## src/rtl/drv_slot_scheduler_if.sv

```systemverilog
// Control/status bundle between the frame source side and the slot scheduler.
interface drv_slot_scheduler_if;
  logic       enable;
  logic       sync_in;
  logic       blanking;
  logic       data_req;
  logic [3:0] bit_plane;
  logic [5:0] chan_idx;
  logic       wrtgs;
  logic       latgs;
  logic [2:0] mux_sel;
  logic       running;
  logic [7:0] err_count;

  modport master (
    output enable, sync_in,
    input  blanking, data_req, bit_plane, chan_idx, wrtgs, latgs,
           mux_sel, running, err_count
  );

  modport slave (
    input  enable, sync_in,
    output blanking, data_req, bit_plane, chan_idx, wrtgs, latgs,
           mux_sel, running, err_count
  );
endinterface

```

## src/rtl/drv_slot_scheduler.sv

```systemverilog
// Multiplex-slot timing controller: locks to frame sync, sequences blanking,
// bit-plane groups, GS write/latch strobes and column select; counts sync faults.
module drv_slot_scheduler #(
  parameter int POKER_MODE      = 9,
  parameter int BLANKING_CYCLES = 72,
  parameter int GROUP_CYCLES    = 48,
  parameter int MUX_COUNT       = 8,
  parameter int SLOT_CYCLES     = 513
) (
  input logic                  clk_33,
  input logic                  nrst,
  drv_slot_scheduler_if.slave  bus
);

  if (SLOT_CYCLES != BLANKING_CYCLES + POKER_MODE * (GROUP_CYCLES + 1)) begin : g_bad_slot
    $error("SLOT_CYCLES inconsistent with blanking and group timing");
  end

  localparam logic [9:0] BLANK_END  = 10'(BLANKING_CYCLES);
  localparam logic [9:0] SLOT_LAST  = 10'(SLOT_CYCLES - 1);
  localparam logic [5:0] GRP_LASTD  = 6'(GROUP_CYCLES - 1);
  localparam logic [5:0] GRP_GAP    = 6'(GROUP_CYCLES);
  localparam logic [3:0] PLANE_LAST = 4'(POKER_MODE - 1);
  localparam logic [2:0] MUX_LAST   = 3'(MUX_COUNT - 1);

  typedef enum logic {IDLE, RUN} state_e;

  state_e     state_q, state_d;
  logic [9:0] slot_q, slot_d;
  logic [5:0] grp_q, grp_d;
  logic [3:0] plane_q, plane_d;
  logic [2:0] mux_q, mux_d;
  logic [7:0] err_q, err_d;

  logic run, active, slot_end, sync_expected;

  always_ff @(posedge clk_33 or negedge nrst) begin
    if (!nrst) begin
      state_q <= IDLE;
      slot_q  <= '0;
      grp_q   <= '0;
      plane_q <= '0;
      mux_q   <= '0;
      err_q   <= '0;
    end else begin
      state_q <= state_d;
      slot_q  <= slot_d;
      grp_q   <= grp_d;
      plane_q <= plane_d;
      mux_q   <= mux_d;
      err_q   <= err_d;
    end
  end

  assign slot_end      = (slot_q == SLOT_LAST);
  assign sync_expected = slot_end && (mux_q == MUX_LAST);

  always_comb begin
    state_d = state_q;
    slot_d  = '0;
    grp_d   = '0;
    plane_d = '0;
    mux_d   = '0;
    err_d   = err_q;
    unique case (state_q)
      IDLE: begin
        if (bus.enable && bus.sync_in) state_d = RUN;
      end
      RUN: begin
        if (!bus.enable) begin
          state_d = IDLE;
        end else if (bus.sync_in && !sync_expected) begin
          // Mis-timed sync: realign to slot 0 of mux 0 (counters stay at default 0).
          if (err_q != '1) err_d = err_q + 8'd1;
        end else if (slot_end) begin
          mux_d = (mux_q == MUX_LAST) ? '0 : mux_q + 3'd1;
          if (mux_q == MUX_LAST && !bus.sync_in && err_q != '1) err_d = err_q + 8'd1;
        end else begin
          slot_d  = slot_q + 10'd1;
          mux_d   = mux_q;
          grp_d   = grp_q;
          plane_d = plane_q;
          if (slot_q >= BLANK_END) begin
            if (grp_q == GRP_GAP) begin
              grp_d   = '0;
              plane_d = plane_q + 4'd1;
            end else begin
              grp_d = grp_q + 6'd1;
            end
          end
        end
      end
      default: state_d = IDLE;
    endcase
  end

  assign run    = (state_q == RUN);
  assign active = run && (slot_q >= BLANK_END);

  assign bus.running   = run;
  assign bus.blanking  = !active;
  assign bus.data_req  = active && (grp_q < GRP_GAP);
  assign bus.chan_idx  = (active && grp_q < GRP_GAP) ? grp_q : '0;
  assign bus.bit_plane = run ? plane_q : '0;
  assign bus.mux_sel   = run ? mux_q : '0;
  assign bus.wrtgs     = active && (grp_q == GRP_LASTD) && (plane_q < PLANE_LAST);
  assign bus.latgs     = active && (grp_q == GRP_LASTD) && (plane_q >= PLANE_LAST);
  assign bus.err_count = err_q;

endmodule

```

## src/flat_wrapper.sv

```systemverilog
// flat-port wrapper written by rule: the top's interface ports become plain ports
module drv_slot_scheduler_flat 
#(
  parameter int POKER_MODE      = 9,
  parameter int BLANKING_CYCLES = 72,
  parameter int GROUP_CYCLES    = 48,
  parameter int MUX_COUNT       = 8,
  parameter int SLOT_CYCLES     = 513
)
  (clk_33, nrst, bus_enable, bus_sync_in, bus_blanking, bus_data_req, bus_bit_plane, bus_chan_idx, bus_wrtgs, bus_latgs, bus_mux_sel, bus_running, bus_err_count);
  drv_slot_scheduler_if bus_i ();
  input logic clk_33;
  input logic nrst;
  input wire logic [$bits(bus_i.enable)-1:0] bus_enable;
  input wire logic [$bits(bus_i.sync_in)-1:0] bus_sync_in;
  output wire logic [$bits(bus_i.blanking)-1:0] bus_blanking;
  output wire logic [$bits(bus_i.data_req)-1:0] bus_data_req;
  output wire logic [$bits(bus_i.bit_plane)-1:0] bus_bit_plane;
  output wire logic [$bits(bus_i.chan_idx)-1:0] bus_chan_idx;
  output wire logic [$bits(bus_i.wrtgs)-1:0] bus_wrtgs;
  output wire logic [$bits(bus_i.latgs)-1:0] bus_latgs;
  output wire logic [$bits(bus_i.mux_sel)-1:0] bus_mux_sel;
  output wire logic [$bits(bus_i.running)-1:0] bus_running;
  output wire logic [$bits(bus_i.err_count)-1:0] bus_err_count;
  assign bus_i.enable = bus_enable;
  assign bus_i.sync_in = bus_sync_in;
  assign bus_blanking = bus_i.blanking;
  assign bus_data_req = bus_i.data_req;
  assign bus_bit_plane = bus_i.bit_plane;
  assign bus_chan_idx = bus_i.chan_idx;
  assign bus_wrtgs = bus_i.wrtgs;
  assign bus_latgs = bus_i.latgs;
  assign bus_mux_sel = bus_i.mux_sel;
  assign bus_running = bus_i.running;
  assign bus_err_count = bus_i.err_count;
  drv_slot_scheduler #(.POKER_MODE(POKER_MODE), .BLANKING_CYCLES(BLANKING_CYCLES), .GROUP_CYCLES(GROUP_CYCLES), .MUX_COUNT(MUX_COUNT), .SLOT_CYCLES(SLOT_CYCLES)) u_core (.clk_33(clk_33), .nrst(nrst), .bus(bus_i));
endmodule
```

## config.mk

```make
export PLATFORM = sky130hd
export DESIGN_NAME = drv_slot_scheduler_flat
export DESIGN_NICKNAME = d
export VERILOG_FILES = /design/src/rtl/drv_slot_scheduler_if.sv /design/src/rtl/drv_slot_scheduler.sv /design/src/flat_wrapper.sv
export SDC_FILE = /design/constraint.sdc
export NUM_CORES = 1
export LEC_CHECK = 0
export BUFFER_PORTS_ARGS = -buffer_cell sky130_fd_sc_hd__clkbuf_2
export CAP_MARGIN = 25
export CELL_PAD_IN_SITES_DETAIL_PLACEMENT = 1
export CELL_PAD_IN_SITES_GLOBAL_PLACEMENT = 2
export CORE_ASPECT_RATIO = 1.1
export CORE_MARGIN = 10
export CORE_UTILIZATION = 35
export DETAILED_ROUTE_END_ITERATION = 10
export PLACE_DENSITY = 0.81
export SLEW_MARGIN = 5
export SYNTH_ARGS = -nofsm -noshare
export SYNTH_HDL_FRONTEND = slang
export SYNTH_SLANG_ARGS = --single-unit
```

## constraint.sdc

```tcl
create_clock -name clk_33 -period 2.3 [get_ports clk_33]
set_input_delay 0.115 -clock clk_33 [delete_from_list [all_inputs] [get_ports clk_33]]
set_output_delay 0.115 -clock clk_33 [all_outputs]
set_load 0.01 [all_outputs]
```

==> metrics, run 1 <==
status=completed; IO Count=30; Final Slew Violations=0; CTS buffer count=5; Post-synth EDFFs=0; top cells by area, synth=dfrtp_1, ha_1, xnor2_1; Total Nets Final=238; hold path depth=2; WL final=4680 um; unrepaired setup endpoints after global routing=false; largest net degree at the start of global routing=33; period utilisation layout=94.4%; syn_area_per_cell=9.74 um2; clock slew seen by the registers of the worst setup and hold paths=0.07 ns; Req. time, crit path=2.18 ns; r2r worst-path depth=7; static leakage=1.01 nW; Initial Utilization=36.2%; Diodes inserted=0; f_max=0.461 GHz; minimum clock period=2.17 ns; internal power=1.05 mW; die width=88.8 um; post-synth top area share=44.0%; Vias/cell=5.39; Fillers=591; multi-input logic area=968 um2; initial drt markers=31; gr usage total=12.1%; area leader, netlist=dfrtp_1; placed cell area=0.00205 mm2; IO buf count=29; Final Skew=0.00834 ns; CTS tree=yes; nature of the critical path startpoint=register; Netlist cell types=43; final hold vios=0; instance count on the critical path=6; vias in the first global route=1699; Comb power frac=11.2%; fin area=0.00219 mm2; initial antenna violation count=0; gr ovfl total=0; first drt pass iteration count=2; Critical Path, Cell by Cell=or3_1 > a211o_1 > nand2_2 > a21oi_2 > and2_1 > clkbuf_2; row count=27; DR vias=1532; Slew headroom=44.6%; sequential element share of the synthesized area=44.0%; Mapped Area=0.00182 mm2; setup TNS=0 ns; crit-path leading delay family=simple AND/OR/NAND/NOR gates; Synth Register Bits=32; hold crit path type=input pin to register; FF+latch area=801 um2; setup repair bufs after CTS=0; CORE AREA=0.00503 mm2; Post-Syn Instances=187; clock share of power=42.9%; Crit. End Element=output pin; Die Y=95.7 um; htree depth=2; syn_nets=200; # DRC=0; actual slew at the worst max-slew pin=0.830 ns; Peak VDD IR=390 uV; Net Sw Frac=25.0%; Post-synth ARST share=100%; final-report setup violation count=0; Clock Tree Buf Depth=2; Pwr Density=641 mW/mm2; worst hold margin=0.0807 ns; dpl hpwl=3630 um; area delta synth->final=20.1%; critical path's slowest cell=a211o_1; Final ANT Viol Nets=0; Setup CP Type=register to output pin; drt wl/cell=16.5 um; Ys Warns=0; Die Area=0.00849 mm2; PnR Total Power=1.40 mW; register share of total power=45.9%; root buffer cell=clkbuf_8; RePlAce Congestion=0.762; layout cells sized above 1=22.6%; first-pass GRT wire length=8070 um; NetSw=351 uW; critical path arrival=2.06 ns; PostCTS Resize Cnt=0; max-cap viol count=0; crit-path max FO=8; Worst Path Buf+Inv=1; clock latency on the worst-skew pair=0.28 ns; top_reg_cell synth=dfrtp_1; clock sink count=32; critical path's largest stage delay=0.44 ns
[final timing paths]
check	from	end	slack, ns
min in group asynchronous	nrst	u_core.bus.err_count[7]	0.46
min reg2reg	u_core.slot_q[0]	u_core.slot_q[0]	0.50
min	bus_enable	u_core.bus.running	0.08
max reg2reg	u_core.slot_q[1]	u_core.bus.err_count[7]	0.25
max in group asynchronous	nrst	u_core.mux_q[0]	1.32
max	u_core.slot_q[3]	bus_chan_idx[1]	0.13
[cells in the mapped netlist, drive strengths merged (3+ instances only)]
master / number
a211oi: 3
a21oi: 7
and2: 12
and3: 7
and4: 3
dfrtp: 32
ha: 9
inv: 9
mux2: 3
nand2: 14
nand3: 11
nand4: 3
nor2: 19
nor3: 4
o211ai: 3
o21ai: 7
or3: 3
xnor2: 9
xor2: 7
[per-stage QoR]
step | cells | utilization [%] | setup WS [ns]
after floorplan | 187 | - | 0.490
after global placement | 275 | 40.7 | 0.366
after detailed placement | 275 | 40.7 | 0.284
after CTS | 284 | 43.5 | 0.0975
after global routing | 284 | 43.5 | 0.0143
final | 284 | 43.5 | 0.129
[per-layer routing]
layer  routed length (um)  vias up  global-route usage [%]
met4                  100        0                    5.80
met1                 1930      745                    12.9
met3                  267       11                    3.58
li1                     -      740                       -
met5                    0        -                       0
met2                 2380       36                    21.2
[registers in the layout, summed over array words and instances (netlist names)]
signal / flops
u_core.bus.err_count: 8
u_core.plane_q: 4
u_core.slot_q: 10
u_core.bus.running: 1
u_core.mux_q: 3
u_core.grp_q: 6
[cell families (layout without fill, tap and decap cells)]
logic type               count (synthesis)  in the layout  share of synthesized area [%]
adder cells (fa/ha/maj)                  9              9                           6.18
XOR/XNOR                                16             16                           7.69
AND/OR/NAND/NOR                         85             85                           25.8
buffers and inverters                   12             51                           2.88
multiplexers                             4              4                           2.82
flip-flops                              32             32                           44.0
AO/OA/AOI/OAI                           29             29                           10.6
[power groups by stage]
stage	clock, mW	sequential, mW	combinational, mW
finish	0.601	0.644	0.156
detailed placement	0	0.653	0.159
global route	0.643	0.652	0.178
global placement	0	0.654	0.153
floorplan	0	0.660	0.0730
CTS	0.619	0.643	0.161
[cell type report]
cell class / count / area share, %
multi-input combinational: 143 / 44.3
sequential: 32 / 36.6
timing repair buffer: 34 / 8.47
clock buffer: 7 / 4.41
tap: 58 / 3.32
inverter: 9 / 1.54
clock inverter: 1 / 1.37
[cells in the final DEF (no fill, tap or decap), types with 4 or more instances in the layout]
master / instances
clkbuf_2: 29
nand3_1: 11
nand2_1: 13
inv_1: 9
nor3_1: 4
and3_1: 7
and2_1: 12
o21ai_0: 6
a21oi_1: 6
buf_4: 4
xor2_1: 7
ha_1: 9
xnor2_1: 9
nor2_1: 17
dfrtp_1: 32
clkbuf_8: 7
[repair_timing]
item                       CTS  global route
setup endpoints to repair    0             0
hold endpoints to repair    32             0
hold buffers                 1             0
Note: power is estimated with default switching activity, not from simulation.
==> inputs of run 2 (changes only) <==
Settings changed: MAX_ROUTING_LAYER set to met4.
==> run 2 against run 1 <==
  * Non-clock buffer count did not move
  * Clock power barely moved
  * Register-to-register slack improved by 0.02 ns
  * Sequential cell count did not move
  * Critical path type unchanged
  * Critical path depth did not move
==> metrics, run 2 (synthesized netlist as in run 1, its figures left out) <==
CORE AREA=0.00503 mm2 (unchanged); Final Skew=0.00837 ns (was 0.00834 ns); first drt pass iteration count=2 (unchanged); nature of the critical path startpoint=register (unchanged); first-pass GRT wire length=8050 um (was 8070 um); clock slew seen by the registers of the worst setup and hold paths=0.07 ns (about the same); DR vias=1535 (was 1532); initial antenna violation count=0 (unchanged); critical path arrival=2.06 ns (about the same); Req. time, crit path=2.18 ns (about the same); IO buf count=29 (unchanged); crit-path max FO=8 (unchanged); Crit Reg-Reg Startpoint=u_core.slot_q[1] (unchanged); Diodes inserted=0 (unchanged); setup repair bufs after CTS=0 (unchanged); PostCTS Resize Cnt=0 (unchanged); Setup CP Type=register to output pin (unchanged); gr ovfl total=0 (unchanged); Initial Utilization=36.2% (unchanged); actual slew at the worst max-slew pin=0.835 ns (was 0.830 ns); register share of total power=46.0% (was 45.9%); commonest non-fill, non-tap cell in the layout=dfrtp_1 (unchanged); Worst Path Buf+Inv=1 (unchanged); CTS tree=yes (unchanged); # DRC=0 (unchanged); static leakage=1.01 nW (unchanged); Die Area=0.00849 mm2 (unchanged); Reg with most FFs=u_core.slot_q (unchanged); Crit. End Element=output pin (unchanged); root buffer cell=clkbuf_8 (unchanged); beginning of the worst hold path=bus_enable (unchanged); Final Slew Violations=0 (unchanged); largest net degree at the start of global routing=33 (unchanged); gr usage total=12.4% (was 12.1%); commonest non-fill, non-tap cells in the layout=dfrtp_1, clkbuf_2, nor2_1, nand2_1, and2_1 (unchanged); Pwr Density=640 mW/mm2 (was 641 mW/mm2); setup TNS=0 ns (unchanged); row count=27 (unchanged); Peak VDD IR=390 uV (about the same); placed insts=275 (unchanged); r2r worst-path depth=7 (unchanged); RePlAce Congestion=0.772 (was 0.762); f_max=0.460 GHz (was 0.461 GHz); max reg flops=10 (unchanged); hold path depth=2 (unchanged); die width=88.8 um (unchanged); dpl hpwl=3630 um (unchanged); WL final=4670 um (was 4680 um); hold-fix buffers at CTS=1 (unchanged); Setup WS pre-CTS=0.284 ns (unchanged); Vias/cell=5.40 (was 5.39); Total Nets Final=238 (unchanged); unrepaired setup endpoints after global routing=false (unchanged); htree depth=2 (unchanged); CTS buffer count=5 (unchanged); Final Non-Filler Cells=284 (unchanged); Net Sw Frac=25.0% (about the same); minimum clock period=2.17 ns (about the same); clock share of power=42.9% (about the same); Final ANT Viol Nets=0 (unchanged); Critical Path, Cell by Cell=or3_1 > a211o_1 > nand2_2 > a21oi_2 > and2_1 > clkbuf_2 (unchanged); worst hold endpoint=u_core.bus.running (unchanged); drt wl/cell=16.4 um (was 16.5 um); Final Util=43.5% (unchanged); NetSw=350 uW (was 351 uW); setup slack after layout=0.128 ns (was 0.129 ns); vias in the first global route=1700 (was 1699); Clock Tree Buf Depth=2 (unchanged); R2R Setup Slk=0.27 ns (was 0.25 ns); internal power=1.05 mW (about the same); initial drt markers=31 (unchanged); status=completed (unchanged); area delta synth->final=20.1% (unchanged); final hold vios=0 (unchanged); clock latency on the worst-skew pair=0.28 ns (about the same); crit-path leading delay family=simple AND/OR/NAND/NOR gates (unchanged); period utilisation layout=94.4% (about the same); worst hold margin=0.0807 ns (about the same); clock sink count=32 (unchanged); IO Count=30 (unchanged); critical path's slowest cell=a211o_1 (unchanged); Crit Reg-Reg Endpoint=u_core.bus.err_count[7] (unchanged); layout cells sized above 1=22.6% (unchanged); max-cap viol count=0 (unchanged); final-report setup violation count=0 (unchanged); critical path's largest stage delay=0.44 ns (about the same); hold crit path type=input pin to register (unchanged); Comb power frac=11.2% (about the same); Slew headroom=44.3% (was 44.6%); Die Y=95.7 um (unchanged)
## run 2: cell counts in the layout (fill, tap and decap cells not counted)
Identical to the previous run, type by type.
## run 2: worst max-delay path by stage
stage,start,end,slack [ns],cells past startpoint
after floorplan,u_core.slot_q[0],u_core.bus.err_count[1],0.49,6
after global placement,u_core.slot_q[0],u_core.plane_q[3],0.37,7
after detailed placement,u_core.slot_q[0],u_core.bus.err_count[7],0.28,7
after CTS,u_core.slot_q[3],bus_chan_idx[1],0.1,6
after global routing,u_core.slot_q[3],bus_chan_idx[2],0.01,6
final,u_core.slot_q[3],bus_chan_idx[1],0.13,6
## run 2: power by group through the flow
stage          Combinational (mW)  Sequential [mW]  Clock, mW
2_1_floorplan              0.0730            0.660          0
3_3_place_gp                0.153            0.654          0
3_5_place_dp                0.159            0.653          0
4_1_cts                     0.161            0.643      0.619
5_1_grt                     0.178            0.652      0.643
6_report                    0.157            0.643      0.600
## run 2: per-layer routing
layer / GRT usage, % / up-vias / part of all wire [%]
met4: 5.80 / 0 / 2.1
met2: 21.2 / 36 / 51
met3: 3.50 / 11 / 5.3
met1: 12.9 / 747 / 42
met5: - / - / 0
li1: - / 741 / -
## run 2: final cells by class
class | instances | area [um2]
Inverter | 9 | 33.8
Tap cell | 58 | 72.6
Clock buffer | 7 | 96.3
Multi-Input combinational cell | 143 | 968
Sequential cell | 32 | 801
Clock inverter | 1 | 30.0
Timing Repair Buffer | 34 | 185
Fill cell | 591 | 2850
## run 2: worst reg2reg max path, delay by kind of cell, from the launching register on
| kind | cells | cell delay, ns |
|---|---|---|
| multiplexers | 1 | 0.43 |
| XOR/XNOR | 1 | 0.16 |
| AND/OR/NAND/NOR | 3 | 0.67 |
| adder cells (fa/ha/maj) | 1 | 0.16 |
| buffers and inverters | 1 | 0.09 |
| flip-flops | 1 | 0.41 |
## run 2: stage by stage
stage	instance area (um2)	total power [mW]
after floorplan	1820	0.733
final	2190	1.40
after global routing	2190	1.47
after global placement	2050	0.807
after detailed placement	2050	0.812
after CTS	2190	1.42
